## src/rtl/rot_sincos_scheduler.sv

```systemverilog
// Shares one CORDIC sin/cos core across the X, Y and Z rotation axes: issues three
// angles back-to-back, collects the results in issue order and guards with a watchdog.
//
// state   | meaning
// --------+-----------------------------------------------------------
// S_IDLE  | waiting for start; results and err held
// S_ISSUE | driving X, Y, Z angles to the CORDIC on three cycles
// S_WAIT  | all angles issued, collecting remaining results
// S_DONE  | one-cycle done pulse, then back to S_IDLE
module rot_sincos_scheduler #(
   parameter int CORDIC_LAT = 20,
   parameter int TIMEOUT    = 64
) (
   input  logic        CLK,
   input  logic        rst,
   input  logic        start,
   input  logic [15:0] angle_x,
   input  logic [15:0] angle_y,
   input  logic [15:0] angle_z,
   output logic        cordic_valid,
   output logic [15:0] cordic_angle,
   input  logic        cordic_valid_out,
   input  logic [31:0] cordic_sincos,
   output logic [15:0] sin_x,
   output logic [15:0] cos_x,
   output logic [15:0] sin_y,
   output logic [15:0] cos_y,
   output logic [15:0] sin_z,
   output logic [15:0] cos_z,
   output logic        busy,
   output logic        done,
   output logic        err
);

   if (TIMEOUT < 8 || TIMEOUT > 255 || CORDIC_LAT < 1) begin : g_param_chk
      $error("rot_sincos_scheduler: TIMEOUT must be 8..255 and CORDIC_LAT at least 1");
   end

   localparam logic [7:0] WD_LAST = 8'(TIMEOUT - 1);

   typedef enum logic [1:0] {S_IDLE, S_ISSUE, S_WAIT, S_DONE} state_t;

   state_t      state_q, state_d;
   logic [1:0]  issue_cnt, issue_d;
   logic [1:0]  res_cnt, res_d;
   logic [7:0]  wd_cnt, wd_d;
   logic [15:0] ang_y_q, ang_z_q;
   logic [15:0] angle_d;
   logic        valid_d, err_d, cap, accept;

   // X goes out on the same edge that latches the request, so only Y and Z are held.
   always_comb begin
      state_d = state_q;
      issue_d = issue_cnt;
      res_d   = res_cnt;
      wd_d    = wd_cnt;
      err_d   = err;
      valid_d = 1'b0;
      angle_d = cordic_angle;
      accept  = 1'b0;
      cap     = ((state_q == S_ISSUE) || (state_q == S_WAIT)) && cordic_valid_out
                && (res_cnt != 2'd3);
      case (state_q)
         S_IDLE: begin
            if (start) begin
               accept  = 1'b1;
               state_d = S_ISSUE;
               issue_d = 2'd0;
               res_d   = 2'd0;
               wd_d    = 8'd0;
               err_d   = 1'b0;
               valid_d = 1'b1;
               angle_d = angle_x;
            end
         end
         S_ISSUE, S_WAIT: begin
            wd_d = wd_cnt + 8'd1;
            if (cap) res_d = res_cnt + 2'd1;
            if (state_q == S_ISSUE) begin
               if (issue_cnt == 2'd2) begin
                  state_d = S_WAIT;
               end else begin
                  issue_d = issue_cnt + 2'd1;
                  valid_d = 1'b1;
                  angle_d = (issue_cnt == 2'd0) ? ang_y_q : ang_z_q;
               end
            end
            // A completing capture wins over the watchdog in the same cycle.
            if (cap && (res_cnt == 2'd2)) begin
               state_d = S_DONE;
               valid_d = 1'b0;
            end else if (wd_cnt == WD_LAST) begin
               state_d = S_IDLE;
               err_d   = 1'b1;
               valid_d = 1'b0;
            end
         end
         S_DONE:  state_d = S_IDLE;
         default: state_d = S_IDLE;
      endcase
   end

   always_ff @(posedge CLK) begin
      if (!rst) begin
         state_q      <= S_IDLE;
         issue_cnt    <= 2'd0;
         res_cnt      <= 2'd0;
         wd_cnt       <= 8'd0;
         ang_y_q      <= 16'd0;
         ang_z_q      <= 16'd0;
         cordic_valid <= 1'b0;
         cordic_angle <= 16'd0;
         busy         <= 1'b0;
         done         <= 1'b0;
         err          <= 1'b0;
      end else begin
         state_q      <= state_d;
         issue_cnt    <= issue_d;
         res_cnt      <= res_d;
         wd_cnt       <= wd_d;
         cordic_valid <= valid_d;
         cordic_angle <= angle_d;
         busy         <= (state_d == S_ISSUE) || (state_d == S_WAIT);
         done         <= (state_d == S_DONE);
         err          <= err_d;
         if (accept) begin
            ang_y_q <= angle_y;
            ang_z_q <= angle_z;
         end
      end
   end

   always_ff @(posedge CLK) begin
      if (!rst) begin
         sin_x <= 16'd0;
         cos_x <= 16'd0;
         sin_y <= 16'd0;
         cos_y <= 16'd0;
         sin_z <= 16'd0;
         cos_z <= 16'd0;
      end else if (cap) begin
         case (res_cnt)
            2'd0:    {sin_x, cos_x} <= cordic_sincos;
            2'd1:    {sin_y, cos_y} <= cordic_sincos;
            default: {sin_z, cos_z} <= cordic_sincos;
         endcase
      end
   end

endmodule

```

## config.mk

```make
export PLATFORM = sky130hd
export DESIGN_NAME = rot_sincos_scheduler
export DESIGN_NICKNAME = d
export VERILOG_FILES = /design/src/rtl/rot_sincos_scheduler.sv
export SDC_FILE = /design/constraint.sdc
export NUM_CORES = 1
export LEC_CHECK = 0
export CORE_MARGIN = 2
export CORE_UTILIZATION = 45
export DETAILED_ROUTE_END_ITERATION = 10
export PLACE_DENSITY = 0.77
export SYNTH_ARGS = -nofsm -noshare
export SYNTH_HDL_FRONTEND = slang
export SYNTH_SLANG_ARGS = --single-unit
```

## constraint.sdc

```tcl
create_clock -name CLK -period 3.6 [get_ports CLK]
set_input_delay 0.36 -clock CLK [delete_from_list [all_inputs] [get_ports CLK]]
set_output_delay 0.36 -clock CLK [all_outputs]
set_load 0.005 [all_outputs]
```

**Word-level counts from Yosys, hierarchy flattened**

Cells that the tools add are included.

- Bits in registers: 162
- Bits in latches: 0
- Bits in writable memories: 0
- ROM bits: 0
- Bits of input ports: 84
- Memories kept: 0

- $add $sub $neg: 3
- Multiply operators: 0
- Div/mod/pow operators: 0
- $lt $le $gt $ge: 0
- Eq/ne operators: 17
- Shift-type cells: 0
- Mux-type cells: 30
- Bitwise logic cells: 1
- Reduce and logical (&&, ||, !) cells: 18

Operator list:

| cell | count |
|---|---|
| two-way mux 16 bit | 4 |
| one-hot mux 16 bit (2 select lines) | 1 |
| two-way mux 2 bit | 9 |
| one-hot mux 8 bit (2 select lines) | 1 |
| inequality test 2 bit (second input constant) | 7 |
| equality test 2 bit (second input constant) | 6 |
| two-way mux 1 bit | 9 |
| adder 8 x 1 -> 8 bit (second input constant) | 1 |
| equality test 8 x 6 -> 1 bit (second input constant) | 1 |
| two-way mux 8 bit | 1 |
| one-hot mux 2 bit (2 select lines) | 2 |
| AND reduction 2 bit | 4 |
| AND reduction 4 bit | 2 |
| equality test 2 x 1 -> 1 bit (second input constant) | 3 |
| logical NOT 2 bit | 3 |
| one-hot mux 2 bit (3 select lines) | 1 |
| adder 2 x 1 -> 2 bit (second input constant) | 2 |
| one-hot mux 1 bit (2 select lines) | 2 |
| OR reduction 2 bit | 2 |
| logical AND 1 bit | 3 |
| AND reduction 3 bit | 1 |
| logical OR 1 bit | 2 |
| nonzero test 2 bit | 1 |
| NOT 1 bit | 1 |

**Depth between registers and ports, before layout**

- Depth in word-level cells: 9
- Gate-level depth with buffers: 9
- Gate-level depth less buffers: 7

**Worst setup path after synthesis**

No wires, ideal clock.

- Path kind: flip-flop to flip-flop
- Start point: reg state_q[0]
- End point: reg busy
- Library setup time: 115 ps
- Arrival: 1948 ps
- Data required time: 3485 ps
- Slack: 1537 ps
- Stages on the path, launching flop included: 10
- Period minus slack after synthesis: 2063 ps
- Path through: dfxtp_1 inv_1 ha_1 buf_2 and3b_1 buf_2 a21oi_1 a22oi_1 ha_1 and2_1

- Word-level cells in the longest chain between the ends: 9

Ends and longest elaborated chain:

| item | RTL line | source |
|---|---|---|
| start: declaration | 43 | `state_t state_q, state_d;` |
| start signal: assignment | 117 | `state_q <= state_d;` |
| equality test 2 x 1 -> 1 bit / equality test 2 bit (equally long branches) | 61, 63, 79 |  |
| logical OR 1 bit | 61 | `cap = ((state_q == S_ISSUE) \|\| (state_q == S_WAIT)) && cordic_valid_out` |
| logical AND 1 bit | 61 |  |
| logical AND 1 bit | 62 | `&& (res_cnt != 2'd3);` |
| logical AND 1 bit | 89 | `if (cap && (res_cnt == 2'd2)) begin` |
| two-way mux 2 bit | 89 |  |
| one-hot mux 2 bit (3 select lines) (*) | 63 | `case (state_q)` |
| via state_d[1] | 43 |  |
| equality test 2 x 1 -> 1 bit / equality test 2 bit (equally long branches) | 123 | `busy <= (state_d == S_ISSUE) \|\| (state_d == S_WAIT);` |
| logical OR 1 bit (*) | 123 |  |
| end signal: assignment | 123 |  |
| end: declaration | 30 | `output logic busy,` |

The timed path passes the listed nets; every way through them passes the cells marked *.
A chain may end at the register's enable or synchronous reset.

**Worst setup path in the final report**

- Start point: reg state_q[0]
- End point: reg cordic_angle[6]

- Word-level cells in the longest chain between the ends: 4

Ends and longest elaborated chain:

| item | RTL line | source |
|---|---|---|
| equality test 2 bit / equality test 2 x 1 -> 1 bit (equally long branches) | 63, 79 |  |
| OR reduction 2 bit | 63 |  |
| inequality test 2 bit (no source line) / nonzero test 2 bit (equally long branches) | -- |  |
| AND reduction 4 bit (no source line) | -- |  |
| end signal: assignment | 122 | `cordic_angle <= angle_d;` |
| end: declaration | 21 | `output logic [15:0] cordic_angle,` |

Several ways; a longest one is shown, not always the timed one.

==> metrics.md <==
| Metric | Value |
|---|---|
| Status | finished clean |
| IO buf count | 199 |
| Critical Path Start Type | flip-flop |
| CTS tree | built |
| Synth area leaders | dfxtp_1 (49%), nand2_1 (12%), a21oi_1 (10%), nand3_1 (2.7%), o21ai_0 (2.7%) |
| Fillers | 1276 |
| Vias in the first global route | 5803 |
| Tcrit/Tclk final | roughly 64% |
| Clock buffer count from CTS | 17 |
| Worst-margin pin slew | 1.07 ns |
| Worst R2R Path Depth | 6 |
| Place WS | around 1.2 ns |
| Worst-Skew Late Latency | 0.43 ns |
| Register area share after synthesis | 48.7% |
| Clock share of power | 25.6% |
| Chip width | ~130 um |
| Clock-pin transition on the worst setup and hold timing paths | 0.06 ns |
| Avg WL per Cell | 16.1 um |
| Max-slew headroom | approximately 29% |
| Diode count | 0 |
| 1st-pass router iterations | 5 |
| Worst EP arrival | between 2 and 3 ns |
| Yosys reg bits | 162 |
| Final nets | 1067 |
| Hold path depth | 2 |
| CP Data Required Time | slightly below 4 ns |
| Static Leak | 0.00317 uW |
| Root Driver | clkbuf_16 |
| Sequential Power Share | about a third |
| Remaining antenna violation count after routing | 0 |
| Total GRT Usage | 23.5% |
| Clock Path Buffers | 2 |
| CTS Hold Bufs | 0 |
| DP Wirelength | 12600 um |
| Synth-to-Final Area Change | 38.9% |
| Setup Buffers After CTS | 0 |
| Vias after detailed routing | 6303 |
| Core ar. | 14500 um2 |
| Syn avg cell area | 8.27 um2 |
| Unrepaired setup endpoints after global routing | no |
| Max Cap Viol | 0 |
| Number of gates resized after cts | 0 |
| Synth Flop Type | dfxtp_1 |
| Die ar. | about 16000 um2 |
| Area share of fa/ha/maj cells after synthesis | 2.44% |
| Routed WL | 18800 um |
| Simple-gate area share of the yosys netlist | a little over a fifth |
| Slew Limit Fails | 0 |
| Post-synth top area share | 48.7% |
| Flop-to-flop setup slack | 1.31 ns |
| First-pass GRT wire length | approximately 30000 um |
| IO Pins | 200 |
| Starting Density | 46.0% |
| DRC | 0 |
| Synth Area in XOR/XNOR | 0% |
| Pwr/cell area | 736 nW/um2 |
| Logic pwr share | 40.6% |
| Setup violators final | 0 |
| Grt total ovfl | 0 |
| Final Hold Viols | 0 |
| Initial antenna violation count | 0 |
| Leading area contributor after synthesis | dfxtp_1 |
| Routed vias/inst | around 5.4 |
| GP Congestion | ~0.84 |
| DR iter-0 viols | 457 |
| P_sw | 2540 uW |
| Hold/Removal Path Class | flip-flop to flip-flop |
| Hold slack | 0.451 ns |
| Ys Warns | 0 |
| Mapped Area | between 6000 and 7000 um2 |
| Sw Ratio | 37.3% |
| Post-synthesis compound-gate area fraction | 21.2% |
| Synth cell types | 55 |
| Max VDD drop | approximately 0.00044 V |
| Num rows | 44 |
| Min Clock Period, post-route | 2.29 ns |
| Post-synth EDFFs | 0 |
| Main combinational cell family by area after synthesis | simple AND/OR/NAND/NOR gates |
| Worst Skew | 0.00778 ns |
| Achievable frequency | 437 MHz |
| Pint | 4270 uW |
| Pin count of the biggest net entering global routing | 86 |
| Multiplexer share of the synthesized area | 0.977% |
| Synth async-reset ratio | 0% |
| Crit path kind | flip-flop to flip-flop |
| H-tree Lvls | 4 |
| Num Clock Sinks | 162 |
| Worst setup margin | 1.31 ns |
| CP max FO | 29 |
| Post-synthesis cell count | 805 |
| Die H | 126 um |
| Setup TNS | 0 ns |
| Synth Net Count | 902 |
| Layout cell share with drive strength beyond 1 | 6.41% |
| Crit end category | flip-flop |
[through the flow]
| step | cells | total power (uW) | cell area (um2) | util, % |
|---|---|---|---|---|
| after floorplan | 805 | 4110 | 6660 | - |
| after global placement | 1135 | 5040 | 8680 | 60.0 |
| after global routing | 1167 | 7220 | 9250 | 63.9 |
| after detailed placement | 1135 | 5080 | 8680 | 60.0 |
| final | 1167 | 6810 | 9250 | 63.9 |
| after CTS | 1167 | 6830 | 9250 | 63.9 |
[cell families after synthesis]
family	Yosys count
buffers and inverters	76
flip-flops	162
AO/OA/AOI/OAI	231
multiplexers	6
AND/OR/NAND/NOR	317
adder cells (fa/ha/maj)	13
[cell usage after synthesis, types with 4 or more instances]
master / number
a211oi_1: 17
a21oi_1: 135
a311o_1: 4
buf_2: 20
buf_4: 4
clkbuf_1: 38
dfxtp_1: 162
ha_1: 13
inv_1: 8
mux2i_1: 4
nand2_1: 214
nand3_1: 36
nor2_1: 17
nor2b_1: 18
nor4_1: 4
o211ai_1: 5
o21ai_0: 36
o31ai_1: 4
o32ai_1: 7
o32ai_2: 9
[cells in the final DEF (no fill, tap or decap), types with 5 or more instances in the layout]
master / count
o32ai_2: 9
clkdlybuf4s50_1: 199
nand2_1: 214
nor2_1: 16
inv_1: 8
o211ai_1: 5
o32ai_1: 7
o21ai_0: 36
clkbuf_1: 5
a211oi_1: 17
dfxtp_1: 162
nor2b_1: 18
buf_4: 12
nand3_1: 36
clkbuf_16: 17
a21oi_1: 135
ha_1: 13
[power groups by stage]
stage / combinational (uW) / sequential [uW] / clock [uW]
after floorplan: 1790 / 2330 / 0
after global placement: 2710 / 2330 / 0
after detailed placement: 2750 / 2330 / 0
after CTS: 2760 / 2300 / 1770
after global routing: 3030 / 2340 / 1850
final: 2760 / 2300 / 1740
[critical path, cell delays in order (launching register included)]
cell      delay, ns
dfxtp_1        0.41
inv_1          0.11
ha_1           0.31
buf_4          0.30
inv_1          0.40
a211oi_1       0.48
o32ai_2        0.12
[routing by layer]
layer	part of all wire, %	vias up	global-route usage (%)
met4	2.1	0	8.43
met1	45	2977	31.2
li1	-	3103	-
met5	0	-	0
met2	48	197	37.8
met3	5.2	26	5.14
[worst paths after layout]
check	end	from
min	sin_x[10]	sin_x[10]
min reg2reg	sin_x[10]	sin_x[10]
max	cordic_angle[6]	state_q[0]
max reg2reg	cordic_angle[6]	state_q[0]
[registers in the layout, indices dropped and copies added (netlist names), 2 cells and up]
signal and cells:
res_cnt 2, cos_z 16, state_q 2, sin_y 16, cordic_angle 16, issue_cnt 2
sin_z 16, cos_y 16, sin_x 16, ang_z_q 16, ang_y_q 16, wd_cnt 8
cos_x 16
[layout make-up]
cell class	count	area, um2	share of cell area, %
Sequential cell	162	3240	35.1
Clock inverter	9	105	1.14
Multi-Input combinational cell	567	3070	33.2
Inverter	10	40.0	0.433
Timing Repair Buffer	212	2100	22.7
Clock buffer	23	458	4.95
Tap cell	184	230	2.49
Note: power is estimated with default switching activity, not from simulation.
